==> src/rtl/arb_pkg.sv <==
// arb_pkg: shared types, defaults and width helper for shared_res_arbiter.
package arb_pkg;
  typedef enum logic {IDLE, BUSY} arb_state_t;
  localparam int DEF_N = 4;
  localparam int DEF_MAX_HOLD = 16;
  function automatic int clog2_safe(input int v);
    return (v < 2) ? 1 : $clog2(v);
  endfunction
endpackage

==> src/rtl/shared_res_arbiter_rr_pick.sv <==
// rr_pick: rotating priority encoder, first unmasked request after last.
module rr_pick
  import arb_pkg::*;
#(
  parameter int N = DEF_N,
  localparam int IW = clog2_safe(N)
) (
  input  logic [N-1:0]  req,
  input  logic [N-1:0]  mask,
  input  logic [IW-1:0] last,
  output logic          any,
  output logic [IW-1:0] idx
);
  logic [N-1:0] cand;
  assign cand = req & ~mask;
  // Walk offsets from farthest to nearest so the nearest hit wins.
  always_comb begin
    any = 1'b0;
    idx = '0;
    for (int i = N; i >= 1; i--) begin
      if (cand[(int'(last) + i) % N]) begin
        any = 1'b1;
        idx = IW'((int'(last) + i) % N);
      end
    end
  end
endmodule

==> src/rtl/shared_res_arbiter.sv <==
// shared_res_arbiter: round-robin arbiter with bounded hold and registered grant.
module shared_res_arbiter
  import arb_pkg::*;
#(
  parameter int N = DEF_N,
  parameter int MAX_HOLD = DEF_MAX_HOLD,
  localparam int IW = clog2_safe(N),
  localparam int CW = $clog2(MAX_HOLD + 1)
) (
  input  logic          clk,
  input  logic          rst,
  input  logic [N-1:0]  req,
  output logic [N-1:0]  gnt,
  output logic [IW-1:0] gnt_id,
  output logic          gnt_valid,
  output logic          expired
);
  arb_state_t state_q, state_d;
  logic [IW-1:0] id_q, id_d, last_q, last_d, pick_idx;
  logic [CW-1:0] cnt_q, cnt_d;
  logic exp_q, exp_d, pick_any, owner_req, timeout;
  logic [N-1:0] mask;
  assign owner_req = (state_q == BUSY) && req[id_q];
  assign timeout = owner_req && (cnt_q >= CW'(MAX_HOLD));
  always_comb begin
    mask = '0;
    if (timeout) mask[id_q] = 1'b1;
  end
  rr_pick #(.N(N)) u_pick (
    .req (req),
    .mask(mask),
    .last(last_q),
    .any (pick_any),
    .idx (pick_idx)
  );
  always_comb begin
    state_d = state_q;
    id_d = id_q;
    last_d = last_q;
    cnt_d = cnt_q;
    exp_d = 1'b0;
    if (owner_req && !timeout) begin
      cnt_d = cnt_q + CW'(1);
    end else if (pick_any) begin
      state_d = BUSY;
      id_d = pick_idx;
      last_d = pick_idx;
      cnt_d = CW'(1);
      exp_d = timeout;
    end else if (timeout) begin
      // Sole requester timed out: re-grant the same owner.
      cnt_d = CW'(1);
      exp_d = 1'b1;
    end else begin
      state_d = IDLE;
      id_d = '0;
      cnt_d = '0;
    end
  end
  always_ff @(posedge clk) begin
    if (rst) begin
      state_q <= IDLE;
      id_q <= '0;
      last_q <= IW'(N - 1);
      cnt_q <= '0;
      exp_q <= 1'b0;
    end else begin
      state_q <= state_d;
      id_q <= id_d;
      last_q <= last_d;
      cnt_q <= cnt_d;
      exp_q <= exp_d;
    end
  end
  always_comb begin
    gnt = '0;
    if (state_q == BUSY) gnt[id_q] = 1'b1;
  end
  assign gnt_id = id_q;
  assign gnt_valid = (state_q == BUSY);
  assign expired = exp_q;
endmodule

==> config.mk <==
export PLATFORM = sky130hd
export DESIGN_NAME = shared_res_arbiter
export DESIGN_NICKNAME = d
export VERILOG_FILES = /design/src/rtl/arb_pkg.sv /design/src/rtl/shared_res_arbiter_rr_pick.sv /design/src/rtl/shared_res_arbiter.sv
export SDC_FILE = /design/constraint.sdc
export NUM_CORES = 1
export LEC_CHECK = 0
export ABC_AREA = 1
export CELL_PAD_IN_SITES_DETAIL_PLACEMENT = 0
export CELL_PAD_IN_SITES_GLOBAL_PLACEMENT = 1
export CORE_ASPECT_RATIO = 1.25
export CORE_MARGIN = 3
export CORE_UTILIZATION = 36
export CTS_CLUSTER_DIAMETER = 60
export DETAILED_ROUTE_END_ITERATION = 6
export GPL_TIMING_DRIVEN = 0
export PLACE_DENSITY_LB_ADDON = 0.1
export SLEW_MARGIN = 20
export SYNTH_ARGS = -nofsm -noshare
export SYNTH_HDL_FRONTEND = slang
export SYNTH_HIERARCHICAL = 1
export SYNTH_SLANG_ARGS = --single-unit
==> constraint.sdc <==
create_clock -name clk -period 3.6 [get_ports clk]
set_input_delay 0.9 -clock clk [delete_from_list [all_inputs] [get_ports clk]]
set_output_delay 0.9 -clock clk [all_outputs]
set_load 0.005 [all_outputs]
## Yosys cells after proc, flatten, opt, wreduce, memory -nomap -nowiden

Index checks and enable logic that the tools add are counted.

| cells by class | value |
|---|---|
| $add $sub $neg | 5 |
| reductions and logical operators | 12 |
| order comparisons | 7 |
| muxes and demuxes | 35 |
| equality and inequality tests | 1 |
| bitwise operators | 7 |

Operator list:

| cell | number |
|---|---|
| $mux W1 | 20 |
| $lt A3 B4 Y1 const B | 4 |
| $mux W2 | 6 |
| $bmux W1 S2 | 5 |
| $reduce_or A2 Y1 | 5 |
| $mux W4 | 2 |
| $add A5 B1 Y5 const B | 1 |
| $ge A5 B5 Y1 const B | 1 |
| $mux W5 | 1 |
| $add A2 B1 Y2 const B | 2 |
| $add A2 B2 Y2 const B | 2 |
| $and A1 B1 Y1 const A | 4 |
| $and A4 B4 Y4 | 1 |
| $logic_and A1 B1 Y1 | 4 |
| $not A4 Y4 | 1 |
| $reduce_and A2 Y1 | 2 |
| $lt A2 B3 Y1 const B | 1 |
| $demux W1 S2 | 1 |
| $ge A2 B1 Y1 const B | 1 |
| $ne A2 B2 Y1 const B | 1 |
| $logic_not A1 Y1 | 1 |
| $not A1 Y1 | 1 |

| word-level totals | value |
|---|---|
| bits of input ports | 6 |
| flip-flop bits (word level) | 11 |

## Longest topological paths before layout

Gate-level depths: netlist (run 1).

| logic depth | value |
|---|---|
| word-level depth | 16 |
| gate-level depth with buffers | 21 |
| mapped depth without buffers | 21 |

## By module

The synthesis (run 1) kept the hierarchy.

By module, submodules not included:

| module | cells an instance | times used | sequential area each (um2) | area an instance (um2) |
|---|---|---|---|---|
| shared_res_arbiter | 75 | 1 | 220.2 | 535.5 |
| rr_pick | 46 | 1 | 0.0 | 205.2 |

## Least setup slack after synthesis (run 1)

Ideal clock, no wire load.

| timing path | value |
|---|---|
| path kind | input port to flip-flop |
| start point | in req[3] |
| end point | reg last_q[0] |
| path slack | 1.233 ns |
| library setup time | 0.117 ns |
| cell stages on the path | 15 |
| path buffers | 0 |
| data arrival time | 2.250 ns |
| data required time | 3.483 ns |
| cell sequence | nand2_1 nand2_1 nand2_2 nand2_4 nand3_2 nor2_1 clkinv_1 nand3_1 nand2_1 nor2_1 nand2_1 nand2_1 nand3_2 a21oi_1 nand2_1 |

| on the way | value |
|---|---|
| cells in the longest elaborated chain, start to end | 15 |

Ends and longest elaborated chain:

| item | RTL line | text |
|---|---|---|
| start, declared | shared_res_arbiter.sv:12 | `input logic [N-1:0] req,` |
| $bmux W1 S2 (*) | shared_res_arbiter.sv:23 | `assign owner_req = (state_q == BUSY) && req[id_q];` |
| $mux W1 (implied by the code) (*) | shared_res_arbiter.sv:23 |  |
| $logic_and A1 B1 Y1 (*) | shared_res_arbiter.sv:23 |  |
| $logic_and A1 B1 Y1 (*) | shared_res_arbiter.sv:24 | `assign timeout = owner_req && (cnt_q >= CW'(MAX_HOLD));` |
| $mux W4 (*) | shared_res_arbiter.sv:27 | `if (timeout) mask[id_q] = 1'b1;` |
| named net mask[2] | shared_res_arbiter.sv:22 | `logic [N-1:0] mask;` |
| $not A4 Y4 (*) | shared_res_arbiter_rr_pick.sv:15 | `assign cand = req & ~mask;` |
| $and A4 B4 Y4 (*) | shared_res_arbiter_rr_pick.sv:15 |  |
| $bmux W1 S2 | shared_res_arbiter_rr_pick.sv:21 | `if (cand[(int'(last) + i) % N]) begin` |
| $mux W1 (implied by the code) (2 in a row) | shared_res_arbiter_rr_pick.sv:21 |  |
| $mux W1 (3 in a row) | shared_res_arbiter_rr_pick.sv:21 |  |
| $mux W1 (*) | shared_res_arbiter_rr_pick.sv:21 |  |
| named net pick_any | shared_res_arbiter.sv:21 | `logic exp_q, exp_d, pick_any, owner_req, timeout;` |
| $reduce_and A2 Y1 (no source line) (*) | - |  |
| end signal, assigned | shared_res_arbiter.sv:64 | `last_q <= IW'(N - 1);` |
| end signal, assigned | shared_res_arbiter.sv:70 | `last_q <= last_d;` |
| end, declared | shared_res_arbiter.sv:19 | `logic [IW-1:0] id_q, id_d, last_q, last_d, pick_idx;` |

The timed path passes the listed nets; every way through them passes the cells marked *. The select of a mux whose other input is x is not followed.
A chain may end at the register's enable or synchronous reset.

## Worst setup path in the final report (run 1)

Ends and elaborated chain as after synthesis.

==> results of run 1 <==
==> logic make-up (layout without fill, tap and decap cells) <==
logic type	count (synthesis)	in the layout	share of synthesized area
xor+xnor	3	3	0.0355
flops	11	11	0.297
fa+ha+maj	1	1	0.0169
buf+inv	19	36	0.0963
simple gates	81	81	0.505
compound gates	6	6	0.0490
==> routing by layer <==
metal | share of wire | GRT usage | wire length (microns) | vias to the layer above
li1 | - | - | - | 405
met1 | 0.41 | 0.161 | 660 | 347
met2 | 0.52 | 0.238 | 829 | 9
met3 | 0.037 | 0.0160 | 59 | 5
met4 | 0.034 | 0.118 | 55 | 0
met5 | 0 | 0 | 0 | -
==> sequential cells by signal (all words and copies together) (netlist names) <==
signal and cells:
last_q 2, gnt_id 2, gnt_valid 1, cnt_q 5
expired 1
==> stage by stage <==
stage	worst slack (ns)	hold slack, ns
after global placement	0.438	0.466
after CTS	0.681	0.490
after global routing	0.398	0.506
after detailed placement	0.395	0.474
final	0.688	0.482
after floorplan	1.23	0.434
==> power groups by stage <==
stage / logic (mW) / registers, mW / clock network (mW)
final: 0.345 / 0.182 / 0.0867
after global routing: 0.401 / 0.188 / 0.0985
after CTS: 0.349 / 0.183 / 0.0915
after detailed placement: 0.348 / 0.186 / 0
after global placement: 0.344 / 0.184 / 0
after floorplan: 0.267 / 0.177 / 0
==> synthesized netlist by cell type <==
cell type | n | area share
inv_2 | 3 | 0.015
xor2_1 | 1 | 0.012
nand2_4 | 2 | 0.030
xnor2_1 | 2 | 0.024
nand2_1 | 40 | 0.20
a21oi_1 | 5 | 0.034
nor2_4 | 1 | 0.015
nor2_1 | 16 | 0.081
clkinv_1 | 2 | 0.010
inv_1 | 14 | 0.071
nand3_1 | 12 | 0.081
ha_1 | 1 | 0.017
nand3_2 | 2 | 0.027
a21boi_2 | 1 | 0.015
nand2_2 | 6 | 0.051
dfxtp_1 | 11 | 0.30
nand4_1 | 2 | 0.017
==> worst max-delay path, cell delays in order <==
cell and delay, ns:
clkdlybuf4s50_1 0.50, nand2_1 0.06, nand2_1 0.08, nand2_2 0.06
nand2_4 0.11, nand3_2 0.13, nor2_1 0.15, clkinv_1 0.10
nand3_1 0.08, nand2_1 0.08, nor2_1 0.16, nand2_1 0.15
nand2_1 0.14, nand3_2 0.13, a21oi_1 0.16, nand2_1 0.07
==> path summary, 6_finish.rpt <==
kind / cells past startpoint / to / slack, ns
hold reg to reg: 1 / cnt_q[0] / 0.48
setup / recovery: 16 / last_q[0] / 0.69
hold / removal: 1 / cnt_q[0] / 0.48
setup reg to reg: 15 / last_q[0] / 1.34
==> layout make-up <==
cell class                 count  area (sq um)
clock inverter                 1          5.00
tap                           19          23.8
timing repair buffer          13           130
clock buffer                   3          22.5
inverter                      19          71.3
sequential                    11           220
fill                         208           928
multi-input combinational     91           449
==> run_results.csv, run 1 <==
group,metric,value,unit
route,drc,0,
cells_and_area,nNetsFinal,146,
global_routing,grt_antenna_before_repair,0,
route,vias_per_cell,4.88,
sta,slew_viol_final,0,
floorplanning,io_pins,14,
cells_and_area,final_area,922,sq um
route,wire_per_inst,10.2,microns
sta,setup_viol,0,
sta,finalHoldViolCount,0,
pwr,clockPowerShare,0.141,
pwr,power,613,uW
place,hpwl,1.31,mm
yosys,synthCells,121,
worst_setup_path,worstSetupStartpointType,"input port",
clock_network,clockBufferDepth,2,
floorplanning,core,0.00185,sq mm
pwr,comb_power_share,0.563,
clock_network,cts.sinks,11,
cells_and_area,post-route-util,0.498,
worst_setup_path,r2r-start,"gnt_id[0]",
floorplanning,die_y,56.7,microns
pwr,p_int,329,uW
place,place.port_buffers,13,
sta,fin_setup_tns,0,ns
place,dpl_cell_area,895,sq um
global_routing,track_usage,0.147,
pwr,ir_worst_vdd,0.342,mV
cells_and_area,antennaDiodeCount,0,
yosys,synth.distinct_cells,17,
sta,worst_pin_slew,0.322,ns
floorplanning,rows,17,
worst_setup_path,critPathMaxFanout,5,
pwr,sw_frac_of_total,0.463,
min_path,min_path_type,"reg -> reg",
yosys,ys_seq_elements,11,
clock_network,cts_inserted_buffers,3,
global_routing,gr-total-overflow,0,
global_routing,grt_max_degree,8,
clock_network,cts_tree,"done",
yosys,synth_seq_area_share,0.297,
cells_and_area,final_cell_mix,"nand2_1, nor2_1, inv_1",
clock_network,worstSkewPairLatency,0.28,ns
global_routing,grt_pass1_vias,725,
yosys,synth_area,741,sq um
yosys,syn_nets,128,
sta,rsz0062_at_grt,"false",
sta,fin_crit_sh,0.809,
floorplanning,dieWidth,46.6,microns
route,drt_first_pass_iters,4,
route,first_iter_violations,6,
cells_and_area,layout_commonest_cell,"nand2_1",
worst_setup_path,worstPathRequired,3.77,ns
sta,max_freq,343,MHz
route,num_vias,766,
cells_and_area,area_growth_syn_to_layout,24.5,%
route,totalWireLength,1.61,mm
route,drt.antenna.violating_nets,0,
worst_setup_path,end_kind,"flip-flop",
clock_network,post_cts_buffers,0,
clock_network,cts_root_buf,"clkbuf_4",
place,routabilityCongestion,0.780,
yosys,synth_area_per_cell,6.12,sq um
sta,slew_headroom,0.785,
floorplanning,initial_core_util,0.400,
run,drv_cap,0,
pwr,p_per_area,665,mW/mm^2
place,dp.cells,153,
clock_network,h-tree-depth,1,
worst_setup_path,cp.arrival,3.08,ns
clock_network,cts_resized,0,
yosys,yosys_warnings,6,
sta,min_period,2.91,ns
pwr,switchingPower,284,uW
sta,finClkSkew,0.00434,ns
worst_setup_path,critical_path_class,"in -> reg",
global_routing,grt_pass1_wl,2.84,mm
cells_and_area,final_cells,157,
floorplanning,die_area,0.00264,sq mm
clock_network,hold_buffers,0,
min_path,worstHoldStart,"cnt_q[0]",
clock_network,clkTransAtPathRegs,0.08,ns
pwr,p_seq_frac,0.296,
worst_setup_path,crit_start,"req[3]",
status,status,"complete, no violations",
pwr,p_leak,0.459,nW
cells_and_area,drive_gt1_frac,0.138,
Note: power is estimated with default switching activity, not from simulation.
==> inputs of run 2 (changes only) <==
- CORE_UTILIZATION: 36 -> 34
- clock period: 3.6 -> 2.96 ns (I/O delays scaled with it)
==> run_results.csv, run 2 (synthesis gave the netlist of run 1 again) <==
group,metric,value,unit
status,status,"complete, no violations",
worst_setup_path,cp_common_cell,"nand2_1",
cells_and_area,area_growth_syn_to_layout,25.5,%
pwr,switchingPower,344,uW
sta,timing.final.ws_setup,0.265,ns
global_routing,track_usage,0.136,
worst_setup_path,crit_chain,"clkdlybuf4s50_1 -> nand2_1 -> nand2_1 -> nand2_2 -> nand2_4 -> nand3_2 -> nor2_1 -> clkinv_1 -> nand3_1 -> nand2_1 -> nor2_2 -> nand2_2 -> nand2_1 -> nand3_2 -> a21oi_1 -> nand2_1",
global_routing,gr-total-overflow,0,
sta,slew_headroom,0.776,
route,drt.antenna.violating_nets,0,
pwr,p_leak,0.457,nW
sta,fin_crit_sh,0.910,
worst_setup_path,critPathSlowestCell,"clkdlybuf4s50_1",
pwr,p_per_area,805,mW/mm^2
clock_network,cts_inserted_buffers,3,
clock_network,clkTransAtPathRegs,0.07,ns
pwr,p_int,404,uW
clock_network,hold_buffers,0,
worst_setup_path,end_kind,"flip-flop",
pwr,power,748,uW
cells_and_area,drive_gt1_frac,0.152,
min_path,min_path_type,"reg -> reg",
cells_and_area,final_area,930,sq um
floorplanning,dieWidth,47.7,microns
cells_and_area,multiInputGateArea,457,sq um
pwr,ir_worst_vdd,0.385,mV
clock_network,cts_tree,"done",
worst_setup_path,worstSetupStartpointType,"input port",
place,place.port_buffers,13,
floorplanning,die_area,0.00278,sq mm
route,wire_per_inst,10.1,microns
pwr,clockPowerShare,0.135,
cells_and_area,final_cell_mix,"nand2_1, inv_1, nor2_1",
sta,max_freq,371,MHz
floorplanning,initial_core_util,0.365,
cells_and_area,fill_cells,238,
cells_and_area,layout_commonest_cell,"nand2_1",
worst_setup_path,cp.arrival,2.85,ns
global_routing,grt_antenna_before_repair,0,
cells_and_area,top_register,"cnt_q",
worst_setup_path,critical_path_class,"in -> reg",
route,drt_first_pass_iters,4,
pwr,sw_frac_of_total,0.460,
sta,setup_viol,0,
floorplanning,io_pins,14,
worst_setup_path,critPathMaxFanout,5,
route,drc,0,
cells_and_area,final_cells,158,
global_routing,grt_pass1_vias,690,
route,first_iter_violations,14,
route,num_vias,758,
floorplanning,core,0.00203,sq mm
sta,rsz0062_at_grt,"false",
route,totalWireLength,1.60,mm
run,drv_cap,0,
clock_network,clockBufferDepth,2,
worst_setup_path,critPathMaxStageDelay,0.52,ns
cells_and_area,seq_area,220,sq um
floorplanning,die_y,58.2,microns
sta,holdWs,0.476,ns
worst_setup_path,worstPathRequired,3.12,ns
sta,slew_viol_final,0,
cells_and_area,antennaDiodeCount,0,
clock_network,cts.sinks,11,
sta,fin_setup_tns,0,ns
place,routabilityCongestion,0.721,
clock_network,worstSkewPairLatency,0.26,ns
sta,finClkSkew,0.000706,ns
worst_setup_path,crit_family,"simple AND/OR/NAND/NOR gates",
route,vias_per_cell,4.80,
worst_setup_path,cp_num_buf_inv,2,
place,dp_slack,-0.0732,ns
cells_and_area,largest_reg_flops,5,
sta,worst_pin_slew,0.336,ns
place,hpwl,1.27,mm
cells_and_area,nNetsFinal,146,
global_routing,grt_max_degree,8,
cells_and_area,post-route-util,0.459,
clock_network,cts_root_buf,"clkbuf_4",
global_routing,grt_pass1_wl,2.74,mm
place,dp.cells,154,
sta,min_period,2.69,ns
pwr,p_seq_frac,0.297,
sta,finalHoldViolCount,0,
place,dpl_cell_area,896,sq um
clock_network,h-tree-depth,1,
pwr,comb_power_share,0.569,
floorplanning,rows,18,
run 2: cell types whose count changed in the layout (fill, tap and decap cells not counted):
cell and delta:
clkinv_2 -1, nand2_1 -1, nand2_2 +1, nor2_1 -2, clkbuf_1 +1, nor2_2 +2
run 2: power groups by stage:
stage               logic [mW]  clock network (mW)  registers (mW)
finish                   0.425               0.101           0.222
global route             0.493               0.114           0.229
CTS                      0.427               0.107           0.222
detailed placement       0.423                   0           0.225
global placement         0.420                   0           0.225
floorplan                0.325                   0           0.216
run 2: area by class of cell:
type | count | share of cell area
Timing Repair Buffer | 13 | 0.140
Clock buffer | 4 | 0.0283
Tap cell | 20 | 0.0269
Multi-Input combinational cell | 91 | 0.491
Inverter | 19 | 0.0767
Sequential cell | 11 | 0.237
run 2: routing by layer:
metal	global-route usage	wire length (microns)
met1	0.163	691
met2	0.225	832
met5	0	0
met3	0.00932	45
met4	0.0808	31
run 2: what timing repair did:
item                                    in CTS  in global routing
hold endpoints to repair                     0                  0
endpoints found under the setup margin       0                  3
gates resized for setup                      0                  3
buffers inserted                             0                  0
run 2: final timing paths:
kind | from | to | slack, ns | cells past startpoint
setup / recovery | req[3] | last_q[1] | 0.27 | 16
hold / removal | cnt_q[0] | cnt_q[0] | 0.48 | 1
setup reg to reg | gnt_id[0] | last_q[1] | 0.78 | 15
hold reg to reg | cnt_q[0] | cnt_q[0] | 0.48 | 1
==> inputs of run 3 (changes only) <==
- CAP_MARGIN: default -> 20
==> results of run 3 <==
No change in the layout: final DEF, timing and power equal those of run 2.
